--- config.mk ---
export PLATFORM = sky130hd
export DESIGN_NAME = vdp_vram_sched
export DESIGN_NICKNAME = d
export VERILOG_FILES = /design/src/rtl/vdp_pkg.sv /design/src/rtl/vdp_slot_timer.sv /design/src/rtl/vdp_vram_sched.sv
export SDC_FILE = /design/constraint.sdc
export NUM_CORES = 1
export LEC_CHECK = 0
export ABC_CLOCK_PERIOD_IN_PS = 3030
export CORE_MARGIN = 4
export CORE_UTILIZATION = 30
export CTS_BUF_LIST = sky130_fd_sc_hd__clkbuf_4
export DETAILED_ROUTE_END_ITERATION = 8
export HOLD_SLACK_MARGIN = 0.08
export PLACE_DENSITY = 0.57
export SETUP_SLACK_MARGIN = 0.5
export SYNTH_ARGS = -nofsm -noshare
export SYNTH_HDL_FRONTEND = slang
export SYNTH_SLANG_ARGS = --single-unit
--- constraint.sdc ---
create_clock -name clk_100_i -period 3.03 [get_ports clk_100_i]
set_clock_uncertainty 0.1 [all_clocks]
set_input_delay 0.606 -clock clk_100_i [delete_from_list [all_inputs] [get_ports clk_100_i]]
set_output_delay 0.606 -clock clk_100_i [all_outputs]
set_load 0.02 [all_outputs]
--- src/rtl/vdp_pkg.sv ---
// Shared types and default timing for the VDP VRAM scheduler.
package vdp_pkg;
    typedef enum logic [1:0] {
        CODE_VRD  = 2'd0,
        CODE_VWR  = 2'd1,
        CODE_REG  = 2'd2,
        CODE_CRAM = 2'd3
    } code_e;

    typedef enum logic [1:0] {
        P_NONE = 2'd0,
        P_RD   = 2'd1,
        P_WR   = 2'd2
    } pend_e;

    localparam int SLOT_LEN_DEF = 8;
    localparam int RD_LAT_DEF   = 3;
endpackage

--- src/rtl/vdp_slot_timer.sv ---
// Free-running VRAM slot counter: flags slot cycle 0 and the I/O read-capture cycle.
module vdp_slot_timer
    import vdp_pkg::*;
#(
    parameter int SLOT_LEN = SLOT_LEN_DEF,
    parameter int RD_LAT   = RD_LAT_DEF
) (
    input  logic clk_i,
    input  logic rst_i,
    output logic slot_start_o,
    output logic rd_cap_o
);
    localparam int CW = (SLOT_LEN > 1) ? $clog2(SLOT_LEN) : 1;

    logic [CW-1:0] cnt_q, cnt_d;

    always_comb begin
        cnt_d = cnt_q + CW'(1);
        if (cnt_q == CW'(SLOT_LEN - 1)) cnt_d = '0;
    end

    always_ff @(posedge clk_i) begin
        if (rst_i) cnt_q <= '0;
        else       cnt_q <= cnt_d;
    end

    // Gated with reset so every output reads 0 while reset is held.
    assign slot_start_o = !rst_i && (cnt_q == '0);
    assign rd_cap_o     = !rst_i && (cnt_q == CW'(RD_LAT));
endmodule

--- src/rtl/vdp_vram_sched.sv ---
// VDP CPU port controller: address/code register, read-ahead buffer and slotted VRAM I/O access.
module vdp_vram_sched
    import vdp_pkg::*;
#(
    parameter int SLOT_LEN = SLOT_LEN_DEF,
    parameter int RD_LAT   = RD_LAT_DEF
) (
    input  logic        clk_100_i,
    input  logic        rst_i,
    input  logic        cpu_ctrl_we_i,
    input  logic        cpu_data_we_i,
    input  logic        cpu_data_re_i,
    input  logic [7:0]  cpu_wdata_i,
    output logic [7:0]  cpu_rdata_o,
    output logic        cpu_busy_o,
    output logic        cpu_overrun_o,
    output logic        reg_we_o,
    output logic [3:0]  reg_num_o,
    output logic [7:0]  reg_data_o,
    output logic        cram_we_o,
    output logic [4:0]  cram_addr_o,
    output logic [7:0]  cram_data_o,
    output logic        slot_start_o,
    output logic        vram_go_o,
    output logic [13:0] vram_addr_o,
    output logic        vram_we_o,
    output logic        vram_re_o,
    output logic [7:0]  vram_wdata_o,
    input  logic [7:0]  vram_rdata_i
);
    logic slot0, rd_cap;

    vdp_slot_timer #(.SLOT_LEN(SLOT_LEN), .RD_LAT(RD_LAT)) u_timer (
        .clk_i       (clk_100_i),
        .rst_i       (rst_i),
        .slot_start_o(slot0),
        .rd_cap_o    (rd_cap)
    );

    logic [13:0] addr_q, addr_d, paddr_q, paddr_d;
    code_e       code_q, code_d;
    pend_e       pend_q, pend_d;
    logic        flag_q, flag_d, issued_q, issued_d;
    logic [7:0]  rbuf_q, rbuf_d, pdata_q, pdata_d;
    logic        reg_we_q, reg_we_d, cram_we_q, cram_we_d, ovr_q, ovr_d;
    logic [3:0]  reg_num_q, reg_num_d;
    logic [7:0]  reg_data_q, reg_data_d, cram_data_q, cram_data_d;
    logic [4:0]  cram_addr_q, cram_addr_d;
    logic [1:0]  nstb;
    logic        busy;

    assign busy = (pend_q != P_NONE);
    assign nstb = {1'b0, cpu_ctrl_we_i} + {1'b0, cpu_data_we_i} + {1'b0, cpu_data_re_i};

    always_comb begin
        addr_d      = addr_q;
        code_d      = code_q;
        flag_d      = flag_q;
        rbuf_d      = rbuf_q;
        pend_d      = pend_q;
        issued_d    = issued_q;
        paddr_d     = paddr_q;
        pdata_d     = pdata_q;
        reg_we_d    = 1'b0;
        reg_num_d   = reg_num_q;
        reg_data_d  = reg_data_q;
        cram_we_d   = 1'b0;
        cram_addr_d = cram_addr_q;
        cram_data_d = cram_data_q;
        ovr_d       = (nstb > 2'd1) || (busy && nstb != 2'd0);

        if (slot0 && pend_q == P_WR) pend_d = P_NONE;
        if (slot0 && pend_q == P_RD) issued_d = 1'b1;
        // issued_q keeps a read scheduled just before cycle RD_LAT from capturing stale data.
        if (rd_cap && issued_q) begin
            rbuf_d   = vram_rdata_i;
            pend_d   = P_NONE;
            issued_d = 1'b0;
        end

        if (!busy) begin
            if (cpu_ctrl_we_i) begin
                if (!flag_q) begin
                    addr_d[7:0] = cpu_wdata_i;
                    flag_d      = 1'b1;
                end else begin
                    flag_d = 1'b0;
                    code_d = code_e'(cpu_wdata_i[7:6]);
                    addr_d = {cpu_wdata_i[5:0], addr_q[7:0]};
                    case (code_e'(cpu_wdata_i[7:6]))
                        CODE_VRD: begin
                            pend_d  = P_RD;
                            paddr_d = addr_d;
                            addr_d  = addr_d + 14'd1;
                        end
                        CODE_REG: begin
                            reg_we_d   = 1'b1;
                            reg_num_d  = cpu_wdata_i[3:0];
                            reg_data_d = addr_q[7:0];
                        end
                        default: ;
                    endcase
                end
            end else if (cpu_data_we_i) begin
                flag_d = 1'b0;
                addr_d = addr_q + 14'd1;
                if (code_q == CODE_CRAM) begin
                    cram_we_d   = 1'b1;
                    cram_addr_d = addr_q[4:0];
                    cram_data_d = cpu_wdata_i;
                end else begin
                    pend_d  = P_WR;
                    paddr_d = addr_q;
                    pdata_d = cpu_wdata_i;
                    rbuf_d  = cpu_wdata_i;
                end
            end else if (cpu_data_re_i) begin
                flag_d  = 1'b0;
                pend_d  = P_RD;
                paddr_d = addr_q;
                addr_d  = addr_q + 14'd1;
            end
        end
    end

    always_ff @(posedge clk_100_i) begin
        if (rst_i) begin
            addr_q      <= '0;
            code_q      <= CODE_VRD;
            flag_q      <= 1'b0;
            rbuf_q      <= '0;
            pend_q      <= P_NONE;
            issued_q    <= 1'b0;
            paddr_q     <= '0;
            pdata_q     <= '0;
            reg_we_q    <= 1'b0;
            reg_num_q   <= '0;
            reg_data_q  <= '0;
            cram_we_q   <= 1'b0;
            cram_addr_q <= '0;
            cram_data_q <= '0;
            ovr_q       <= 1'b0;
        end else begin
            addr_q      <= addr_d;
            code_q      <= code_d;
            flag_q      <= flag_d;
            rbuf_q      <= rbuf_d;
            pend_q      <= pend_d;
            issued_q    <= issued_d;
            paddr_q     <= paddr_d;
            pdata_q     <= pdata_d;
            reg_we_q    <= reg_we_d;
            reg_num_q   <= reg_num_d;
            reg_data_q  <= reg_data_d;
            cram_we_q   <= cram_we_d;
            cram_addr_q <= cram_addr_d;
            cram_data_q <= cram_data_d;
            ovr_q       <= ovr_d;
        end
    end

    assign cpu_rdata_o   = rbuf_q;
    assign cpu_busy_o    = busy;
    assign cpu_overrun_o = ovr_q;
    assign reg_we_o      = reg_we_q;
    assign reg_num_o     = reg_num_q;
    assign reg_data_o    = reg_data_q;
    assign cram_we_o     = cram_we_q;
    assign cram_addr_o   = cram_addr_q;
    assign cram_data_o   = cram_data_q;
    assign slot_start_o  = slot0;
    assign vram_go_o     = slot0;
    assign vram_we_o     = slot0 && (pend_q == P_WR);
    assign vram_re_o     = slot0 && (pend_q == P_RD);
    assign vram_addr_o   = (vram_we_o || vram_re_o) ? paddr_q : 14'd0;
    assign vram_wdata_o  = vram_we_o ? pdata_q : 8'd0;
endmodule

==> results of run 1 <==
-- cells by family (layout without fill, tap and decap cells) --
kind of cell | after synthesis | count (layout)
AOI/OAI and AO/OA | 70 | 70
xor gates and xnor gates | 6 | 6
adders and majority gates | 6 | 6
buffers and inverters | 49 | 130
DFF | 81 | 81
muxes | 54 | 54
and+or+nand+nor | 174 | 175
-- critical path, delay by kind of cell, from the launching register on --
| family | cells | cell delay (ns) |
|---|---|---|
| simple gates | 2 | 0.42 |
| compound gates | 1 | 0.18 |
| buf+inv | 3 | 0.35 |
| flops | 1 | 0.39 |
-- per-stage QoR --
| step | cell area (um^2) | util [%] | power, W |
|---|---|---|---|
| after floorplan | 3850 | - | 0.00142 |
| after global placement | 4820 | 38.4 | 0.00156 |
| after detailed placement | 4820 | 38.4 | 0.00156 |
| after CTS | 4990 | 39.7 | 0.00219 |
| after global routing | 5020 | 40.0 | 0.00229 |
| final | 5020 | 40.0 | 0.00217 |
-- cells in the mapped netlist (3+ instances only) --
master | instances | area (um^2)
sky130_fd_sc_hd__nor3_1 | 11 | 55.1
sky130_fd_sc_hd__o31ai_1 | 3 | 22.5
sky130_fd_sc_hd__buf_4 | 5 | 37.5
sky130_fd_sc_hd__nor2b_1 | 6 | 37.5
sky130_fd_sc_hd__o211ai_1 | 3 | 22.5
sky130_fd_sc_hd__dfxtp_1 | 81 | 1620
sky130_fd_sc_hd__and2_1 | 24 | 150
sky130_fd_sc_hd__nand2_1 | 24 | 90.1
sky130_fd_sc_hd__ha_1 | 5 | 62.6
sky130_fd_sc_hd__nand3_1 | 5 | 25.0
sky130_fd_sc_hd__inv_1 | 14 | 52.6
sky130_fd_sc_hd__a211oi_1 | 15 | 113
sky130_fd_sc_hd__mux2i_1 | 54 | 541
sky130_fd_sc_hd__nand4_1 | 4 | 25.0
sky130_fd_sc_hd__clkbuf_1 | 17 | 63.8
sky130_fd_sc_hd__buf_2 | 11 | 55.1
sky130_fd_sc_hd__o21ai_0 | 13 | 65.1
sky130_fd_sc_hd__nor2_1 | 75 | 282
sky130_fd_sc_hd__or3_1 | 3 | 18.8
sky130_fd_sc_hd__a21oi_1 | 17 | 85.1
sky130_fd_sc_hd__xor2_1 | 4 | 35.0
sky130_fd_sc_hd__a22oi_1 | 6 | 45.0
sky130_fd_sc_hd__nor4_1 | 4 | 25.0
-- report_power, final --
group / internal (W) / switching, W / leakage [nW]
registers: 0.00112 / 0.0000538 / 0.660
logic: 0.000167 / 0.000224 / 1.44
clock network: 0.000249 / 0.000363 / 0.0711
-- worst max-delay path by stage --
stage	endpoint	slack, ns	start
after floorplan	vram_wdata_o[0]	0.55	rst_i
after global placement	vram_wdata_o[1]	0.26	rst_i
after detailed placement	vram_wdata_o[0]	0.17	rst_i
after CTS	vram_wdata_o[6]	0.40	u_timer.cnt_q[0]
after global routing	vram_addr_o[2]	0.46	pend_q[0]
final	vram_addr_o[2]	0.55	pend_q[0]
-- state kept, by name, summed over array words and instances, names as in the netlist --
signal         cells
paddr_q           14
cram_addr_o        5
reg_we_o           1
flag_q             1
u_timer.cnt_q      3
code_q             2
cram_we_o          1
issued_q           1
reg_num_o          4
reg_data_o         8
pend_q             2
cpu_overrun_o      1
addr_q            14
cpu_rdata_o        8
cram_data_o        8
pdata_q            8
-- per-layer routing --
metal | wire length [um] | global-route usage [%] | vias up
li1 | - | - | 1680
met1 | 5200 | 20.5 | 1608
met2 | 5040 | 24.0 | 78
met3 | 570 | 3.78 | 14
met4 | 224 | 5.67 | 0
met5 | 0 | 0 | -
-- layout make-up --
class	instances	area share [%]
clock buffer	10	1.50
clock inverter	5	0.947
inverter	14	1.05
multi-input combinational	311	41.4
sequential	81	32.4
tap	172	4.29
timing repair buffer	101	18.4
-- what timing repair did --
action | CTS | global route
pin swaps | 2 | 7
endpoints found under the setup margin | 27 | 23
buffers inserted | 3 | 1
gates cloned | 2 | 0
gates resized for setup | 87 | 43
==> key figures, run 1 <==
Layout
  – Count of nets after finishing: 545
  – Number of diodes: 0
  – Area occupied by multi-input gates: 0.00208 mm^2
  – Area Overhead vs Synth: 30.4%
  – Commonest non-fill, non-tap cells in the layout: sky130_fd_sc_hd__dfxtp_1, sky130_fd_sc_hd__nor2_1, sky130_fd_sc_hd__clkdlybuf4s50_1
  – Final std cells w/o fill: 694
  – Seq. cell area: 0.00163 mm^2
  – Fill cells: 1286
  – Most common cell after layout, fill and taps aside: sky130_fd_sc_hd__dfxtp_1
  – Fraction of layout cells with a size suffix above 1: 15.9%

Critical path
  – Start-to-end type of the worst setup path: reg -> out
  – Worst R2R Start: addr_q[0]
  – CP Data Required Time: 2.32 ns
  – Cell at the slowest stage of the critical path: sky130_fd_sc_hd__dfxtp_4
  – Capture instance of the worst register-to-register path: addr_q[10]
  – Register-to-register setup slack: 0.89 ns
  – Longest individual stage delay on the worst path: 0.39 ns
  – Data arrival time of the worst path: 1.78 ns
  – Worst-path maximum fanout: 7
  – Cell depth of the worst flop-to-flop path: 5
  – Critical Path End Type: primary output
  – Sort of element at the start of the critical path: flip-flop
  – Cell-by-cell listing of the critical path: or2b_4 -> a21oi_4 -> buf_12 -> buf_8 -> and2_1 -> buf_6

Die
  – Floorplan die area: 0.0147 mm^2
  – Core area: 0.0126 mm^2
  – Total number of placement rows: 41
  – Initial Utilization: 30.6%
  – Top-level port count: 84
  – Die outline width: 121 um
  – Vertical die dimension: 121 um

Route
  – Total routed wirelength: 11.0 mm
  – Routed vias: 3380
  – ANT nets after route: 0
  – Number of iterations in the first detailed-routing pass: 4
  – Average routed wire per standard cell: 15.9 um
  – Drt via density: 4.87
  – Starting DRC count in detailed routing: 150
  – DRC violation count after routing: 0

Synthesis
  – Compound-gate portion of the synthesized area: 12.0%
  – Proportion of synthesized chip area in sequential cells: 42.1%
  – Synthesized-area fraction occupied by adder cells: 2.14%
  – Simple-gate area share of the yosys netlist: 22.7%
  – Cell area after synthesis: 0.00385 mm^2
  – Combinational family with the most area after synthesis: simple AND/OR/NAND/NOR gates
  – Number of enable-type register cells in the synthesized netlist: 0
  – Xor and xnor fraction of the mapped netlist area: 1.36%
  – Number of warnings printed during yosys synthesis: 0
  – Post-synth ARST share: 0%
  – Multiplexer share of the synthesized area: 14.0%
  – Synthesized flop and latch total: 81
  – Prevailing post-synth register cell: sky130_fd_sc_hd__dfxtp_1
  – Nets in the synthesized netlist: 467
  – Netlist cell types: 52
  – Mean instance size in the synthesized netlist: 8.75 um^2
  – Synthesized instance count: 440

STA
  – Tightest Pin Transition: 0.852 ns
  – Final critical delay including setup and external delays: 2.48 ns
  – Period utilisation layout: 82.0%
  – Maximum clock frequency: 403 MHz
  – Smallest hold slack: 0.327 ns
  – Setup_tns: 0 ns
  – Final hold vios: 0
  – Fin worst setup slack: 0.547 ns
  – Final-report setup violation count: 0
  – Count of final max-slew check failures: 0
  – Setup repair after global routing missed its margin: true
  – Relative slew slack: 43.2%

Placement
  – Final weighted congestion in routability-driven placement: 0.877
  – Instance count after placement with tap cells included: 673
  – Number of buffers inserted by port buffering: 83
  – HPWL after detailed placement: 7.59 mm
  – Worst-case setup slack after placement: 0.169 ns

Worst hold path
  – Hold Path Stages: 1
  – Sink of the worst hold path: u_timer.cnt_q[0]
  – Path type of the worst min-delay path: reg -> reg
  – Startpoint of the most critical hold path: u_timer.cnt_q[0]

Clock network
  – Cts bufs inserted: 9
  – Worst skew pair latency: 0.44 ns
  – Clock root buffer master: sky130_fd_sc_hd__clkbuf_4
  – Clock transition at the register clock pins on the worst setup and hold paths after CTS: 0.12 ns
  – Quantity of hold-fixing buffers added after cts: 0
  – Clock Tree Buf Depth: 2
  – TritonCTS clock tree: yes
  – TritonCTS Sinks: 81
  – Number of H-tree levels: 3

Power and ir drop
  – Cell leakage power: 2.17 nW
  – Total power density per cell area: 433 mW/mm^2
  – VDD IR-drop max: 199 uV

Global route
  – Number of global-route vias before repair: 3233
  – Largest net degree at the start of global routing: 83
  – Total gr overflow: 0
  – Wire length of the first global-routing pass: 17.5 mm
  – Number of antenna violations at the first check in global routing: 0
  – Aggregate global-route resource usage: 15.4%

Outcome
  – Run status: completed

Run
  – Max-capacitance violation count: 0
No activity file was read; power rests on OpenSTA's default activity.
==> inputs of run 2 (changes only) <==
--- a/config.mk
+++ b/config.mk
@@ -5,13 +5,13 @@
 export SDC_FILE = /design/constraint.sdc
 export NUM_CORES = 1
 export LEC_CHECK = 0
-export ABC_CLOCK_PERIOD_IN_PS = 3030
+export ABC_CLOCK_PERIOD_IN_PS = 2110
 export CORE_MARGIN = 4
 export CORE_UTILIZATION = 30
 export CTS_BUF_LIST = sky130_fd_sc_hd__clkbuf_4
 export DETAILED_ROUTE_END_ITERATION = 8
 export HOLD_SLACK_MARGIN = 0.08
-export PLACE_DENSITY = 0.57
+export PLACE_DENSITY = 0.59
 export SETUP_SLACK_MARGIN = 0.5
 export SYNTH_ARGS = -nofsm -noshare
 export SYNTH_HDL_FRONTEND = slang
==> constraint.sdc (replaced) <==
create_clock -name clk_100_i -period 2.11 [get_ports clk_100_i]
set_clock_uncertainty 0.1 [all_clocks]
set_input_delay 0.422 -clock clk_100_i [delete_from_list [all_inputs] [get_ports clk_100_i]]
set_output_delay 0.422 -clock clk_100_i [all_outputs]
set_load 0.02 [all_outputs]
==> key figures, run 2 (same netlist as run 1, synthesis figures left out) <==
Critical path
  – CP Data Required Time: 1.59 ns
  – Sort of element at the start of the critical path: flip-flop
  – Register-to-register setup slack: -0.01 ns
  – Data arrival time of the worst path: 1.68 ns
  – Start-to-end type of the worst setup path: reg -> out
  – Critical Path End Type: primary output
  – Worst-path maximum fanout: 6

STA
  – Tightest Pin Transition: 0.964 ns
  – Relative slew slack: 35.8%
  – Final critical delay including setup and external delays: 2.20 ns
  – Setup repair after global routing missed its margin: true
  – Maximum clock frequency: 454 MHz
  – Count of final max-slew check failures: 0
  – Smallest hold slack: 0.401 ns
  – Final-report setup violation count: 27
  – Final hold vios: 0
  – Fin worst setup slack: -0.0903 ns
  – Period utilisation layout: 104%

Die
  – Initial Utilization: 30.6%
  – Vertical die dimension: 121 um
  – Total number of placement rows: 41
  – Die outline width: 121 um
  – Floorplan die area: 0.0147 mm^2
  – Top-level port count: 84
  – Core area: 0.0126 mm^2

Route
  – DRC violation count after routing: 0
  – ANT nets after route: 0
  – Starting DRC count in detailed routing: 329
  – Routed vias: 3679
  – Total routed wirelength: 12.2 mm
  – Drt via density: 4.85
  – Average routed wire per standard cell: 16.1 um
  – Number of iterations in the first detailed-routing pass: 4

Layout
  – Most common cell after layout, fill and taps aside: sky130_fd_sc_hd__dfxtp_1
  – Top flop regs: addr_q (14), paddr_q (14)
  – Count of nets after finishing: 607
  – Fraction of layout cells with a size suffix above 1: 47.0%
  – Area Overhead vs Synth: 59.3%
  – Commonest non-fill, non-tap cells in the layout: sky130_fd_sc_hd__dfxtp_1, sky130_fd_sc_hd__nor2_1, sky130_fd_sc_hd__mux2i_1

Global route
  – Wire length of the first global-routing pass: 18.6 mm
  – Aggregate global-route resource usage: 16.2%
  – Total gr overflow: 0
  – Number of global-route vias before repair: 3616
  – Number of antenna violations at the first check in global routing: 1
  – Largest net degree at the start of global routing: 83

Clock network
  – Clock Tree Buf Depth: 2
  – Cts bufs inserted: 9
  – Number of H-tree levels: 3
  – Clock root buffer master: sky130_fd_sc_hd__clkbuf_4
  – TritonCTS Sinks: 81
  – Clock transition at the register clock pins on the worst setup and hold paths after CTS: 0.14 ns
  – Worst skew pair latency: 0.44 ns
  – TritonCTS clock tree: yes

Placement
  – Final weighted congestion in routability-driven placement: 0.883
  – Worst-case setup slack after placement: -0.234 ns
  – HPWL after detailed placement: 8.05 mm
  – Number of buffers inserted by port buffering: 83

Power and ir drop
  – Total power density per cell area: 599 mW/mm^2
  – VDD IR-drop max: 199 uV
  – Total power: 0.00367 W
  – Cell leakage power: 2.74 nW

Run
  – Max-capacitance violation count: 0

Outcome
  – Run status: finished with violations
  – Violations in the final reports: negative setup slack

Worst hold path
  – Path type of the worst min-delay path: reg -> reg
[run 2: cell count changes in the layout (fill, tap and decap cells not counted), sizes merged]
cell	previous run	this run
clkinv	4	5
clkbuf	18	11
diode	0	2
clkdlybuf4s15	1	6
clkdlybuf4s50	55	13
dlygate4sd2	4	6
bufinv	1	2
buf	33	136
[run 2: worst max-delay path, stage by stage (launching register included)]
cell and delay [ns]:
sky130_fd_sc_hd__dfxtp_2 0.35, sky130_fd_sc_hd__inv_2 0.06, sky130_fd_sc_hd__ha_4 0.16, sky130_fd_sc_hd__nand2_8 0.08
sky130_fd_sc_hd__a21oi_4 0.17, sky130_fd_sc_hd__buf_6 0.15, sky130_fd_sc_hd__and2_4 0.14, sky130_fd_sc_hd__buf_6 0.11
[run 2: layout make-up]
cell class / instances / area (um^2)
Fill cell: 1172 / 6430
Multi-Input combinational cell: 311 / 2520
Sequential cell: 81 / 1650
Timing Repair Buffer: 163 / 1530
Tap cell: 172 / 215
Clock inverter: 7 / 85.1
Clock buffer: 9 / 67.6
Inverter: 14 / 57.6
Antenna cell: 2 / 5.00
[run 2: report_power, final]
part	leakage (nW)	internal (W)	switching, W
clock	0.0824	0.000469	0.000551
sequential	0.665	0.00161	0.0000687
combinational	1.99	0.000490	0.000484
[run 2: worst paths after layout]
path                                  startpoint         endpoint  cells past startpoint
worst min register to register    cram_data_o[2]   cram_data_o[2]                      2
worst max-delay path            u_timer.cnt_q[0]  vram_addr_o[13]                      7
worst min-delay path              cram_data_o[2]   cram_data_o[2]                      2
worst max register to register         pend_q[0]       paddr_q[1]                     11
[run 2: what timing repair did]
item                       in CTS  in global routing
hold buffers                    0                  0
pin swaps                      47                 34
cloned                          2                  3
setup endpoints to repair     132                107
resized for setup             410                 41
setup buffers                  24                  8
[run 2: through the flow]
stage          cells  utilization, %  instance area [um^2]  TNS, ns
2_1_floorplan    440               -                  4070        0
3_3_place_gp     704            41.9                  5270    -9.01
3_5_place_dp     704            41.9                  5270    -9.99
4_1_cts          746            47.0                  5910    -1.87
5_1_grt          758            48.8                  6130    -3.78
6_report         759            48.8                  6130    -1.29
[run 2: per-layer routing]
| layer | vias up | wire length (um) | track usage (%) |
|---|---|---|---|
| met5 | - | 0 | 0 |
| met4 | 0 | 194 | 6.58 |
| met3 | 15 | 804 | 3.64 |
| met2 | 103 | 5950 | 26.9 |
| met1 | 1757 | 5280 | 20.2 |
| li1 | 1804 | - | - |
==> inputs of run 3 (changes only) <==
--- a/config.mk
+++ b/config.mk
@@ -6,6 +6,7 @@
 export NUM_CORES = 1
 export LEC_CHECK = 0
 export ABC_CLOCK_PERIOD_IN_PS = 2110
+export CAP_MARGIN = 20
 export CORE_MARGIN = 4
 export CORE_UTILIZATION = 30
 export CTS_BUF_LIST = sky130_fd_sc_hd__clkbuf_4
@@ -16,3 +17,4 @@
 export SYNTH_ARGS = -nofsm -noshare
 export SYNTH_HDL_FRONTEND = slang
 export SYNTH_SLANG_ARGS = --single-unit
+export TNS_END_PERCENT = 30
==> key figures, run 3 (same netlist as run 1, synthesis figures left out) <==
Global route
  – Number of antenna violations at the first check in global routing: 1
  – Wire length of the first global-routing pass: 18.8 mm
  – Number of global-route vias before repair: 3573
  – Aggregate global-route resource usage: 16.3%
  – Largest net degree at the start of global routing: 83
  – Total gr overflow: 0

STA
  – Final-report setup violation count: 15
  – Setup_tns: -1.93 ns
  – Maximum clock frequency: 441 MHz
  – Period utilisation layout: 108%
  – Tightest Pin Transition: 0.982 ns
  – Setup repair after global routing missed its margin: true
  – Final hold vios: 0
  – Relative slew slack: 34.5%
  – Smallest hold slack: 0.383 ns
  – Final critical delay including setup and external delays: 2.27 ns
  – Count of final max-slew check failures: 0
  – Fin worst setup slack: -0.159 ns

Die
  – Initial Utilization: 30.6%
  – Floorplan die area: 0.0147 mm^2
  – Total number of placement rows: 41
  – Die outline width: 121 um
  – Vertical die dimension: 121 um
  – Core area: 0.0126 mm^2
  – Top-level port count: 84

Power and ir drop
  – Total power: 0.00362 W
  – Clock share of power: 29.7%
  – Share of total power in combinational logic: 24.0%
  – Total power density per cell area: 607 mW/mm^2
  – VDD IR-drop max: 333 uV
  – Sw Share: 30.2%
  – Relative contribution of sequential cells to total power: 46.3%
  – Cell leakage power: 2.66 nW
  – Cell internal power dissipation: 0.00253 W
  – Switch Pwr: 0.00109 W

Route
  – ANT nets after route: 0
  – Routed vias: 3589
  – DRC violation count after routing: 0
  – Total routed wirelength: 12.1 mm
  – Starting DRC count in detailed routing: 205
  – Average routed wire per standard cell: 16.3 um
  – Number of iterations in the first detailed-routing pass: 4
  – Drt via density: 4.84

Placement
  – Instance count after placement with tap cells included: 703
  – Final weighted congestion in routability-driven placement: 0.877
  – Number of buffers inserted by port buffering: 83
  – HPWL after detailed placement: 8.06 mm

Critical path
  – Data arrival time of the worst path: 1.75 ns
  – Worst-path maximum fanout: 7
  – Critical Path End Type: primary output
  – CP Data Required Time: 1.59 ns
  – Register-to-register setup slack: 0.12 ns
  – Capture instance of the worst register-to-register path: paddr_q[2]
  – Cell depth of the worst flop-to-flop path: 10
  – Sort of element at the start of the critical path: flip-flop
  – Worst R2R Start: pend_q[1]
  – Start-to-end type of the worst setup path: reg -> out

Clock network
  – Quantity of hold-fixing buffers added after cts: 0
  – TritonCTS Sinks: 81
  – Clock transition at the register clock pins on the worst setup and hold paths after CTS: 0.13 ns
  – TritonCTS clock tree: yes
  – Worst skew pair latency: 0.44 ns
  – Cts bufs inserted: 9
  – Clock Tree Buf Depth: 2
  – Clock root buffer master: sky130_fd_sc_hd__clkbuf_4
  – Number of H-tree levels: 3

Layout
  – Fraction of layout cells with a size suffix above 1: 46.3%
  – Area occupied by multi-input gates: 0.00252 mm^2
  – Utilization after layout: 47.5%
  – Final std cells w/o fill: 741
  – Fill cells: 1182
  – Most common cell after layout, fill and taps aside: sky130_fd_sc_hd__dfxtp_1
  – Count of nets after finishing: 590
  – Commonest non-fill, non-tap cells in the layout: sky130_fd_sc_hd__dfxtp_1, sky130_fd_sc_hd__nor2_1, sky130_fd_sc_hd__mux2i_1
  – Top flop regs: addr_q (14), paddr_q (14)
  – Area Overhead vs Synth: 55.1%
  – Seq. cell area: 0.00164 mm^2

Run
  – Max-capacitance violation count: 0

Worst hold path
  – Hold Path Stages: 2
  – Sink of the worst hold path: paddr_q[13]
  – Startpoint of the most critical hold path: paddr_q[13]
  – Path type of the worst min-delay path: reg -> reg

Outcome
  – Violations in the final reports: negative setup slack
  – Run status: finished with violations
-- run 3: cell count changes in the layout (fill, tap and decap cells not counted), moves of 4 or more --
cell | previous run | this run
sky130_fd_sc_hd__buf_6 | 53 | 43
sky130_fd_sc_hd__buf_4 | 44 | 37
sky130_fd_sc_hd__nor2_1 | 59 | 54
sky130_fd_sc_hd__nand2_4 | 1 | 5
-- run 3: worst max path at each step --
stage	startpoint	slack, ns	cells past startpoint	end
after global placement	cpu_wdata_i[7]	-0.26	8	paddr_q[13]
final	pend_q[0]	-0.16	6	vram_addr_o[2]
after CTS	pend_q[0]	-0.21	6	vram_addr_o[1]
after floorplan	rst_i	0.37	6	vram_addr_o[10]
after global routing	pend_q[0]	-0.24	6	vram_addr_o[11]
after detailed placement	cpu_wdata_i[7]	-0.29	8	paddr_q[9]
-- run 3: per-stage QoR --
step | cell area, um^2 | worst slack [ns]
floorplan | 3990 | 0.367
global placement | 5220 | -0.258
detailed placement | 5220 | -0.287
CTS | 5680 | -0.206
global route | 5970 | -0.244
finish | 5970 | -0.159
-- run 3: what timing repair did --
item / in CTS / in global routing
cloned: 1 / 2
pin swaps: 60 / 55
gates resized for setup: 388 / 66
buffers inserted: 13 / 5
setup endpoints to repair: 133 / 106
-- run 3: worst max-delay path, cell delays in order (launching register included) --
cell                      delay (ns)
sky130_fd_sc_hd__dfxtp_2        0.36
sky130_fd_sc_hd__or2b_1         0.27
sky130_fd_sc_hd__a21oi_4        0.17
sky130_fd_sc_hd__buf_12         0.13
sky130_fd_sc_hd__buf_12         0.12
sky130_fd_sc_hd__and2_4         0.14
sky130_fd_sc_hd__buf_6          0.11
-- run 3: layout make-up --
type | instances | share of cell area [%]
multi-input combinational | 310 | 42.2
clock buffer | 10 | 1.26
antenna | 1 | 0.0419
timing repair buffer | 147 | 23.0
sequential | 81 | 27.4
tap | 172 | 3.60
inverter | 14 | 1.01
clock inverter | 6 | 1.51
-- run 3: per-layer routing --
metal / global-route usage, % / vias up / wire (um)
met2: 27.4 / 87 / 5910
met4: 5.39 / 0 / 191
li1: - / 1759 / -
met1: 21.2 / 1728 / 5400
met5: 0 / - / 0
met3: 2.89 / 15 / 554
-- run 3: power groups by stage --
stage                     sequential (W)  combinational, W  clock, W
after floorplan                  0.00170          0.000366         0
after global placement           0.00170          0.000634         0
after detailed placement         0.00171          0.000639         0
after CTS                        0.00168          0.000766   0.00111
after global routing             0.00169          0.000936   0.00116
final                            0.00168          0.000870   0.00107
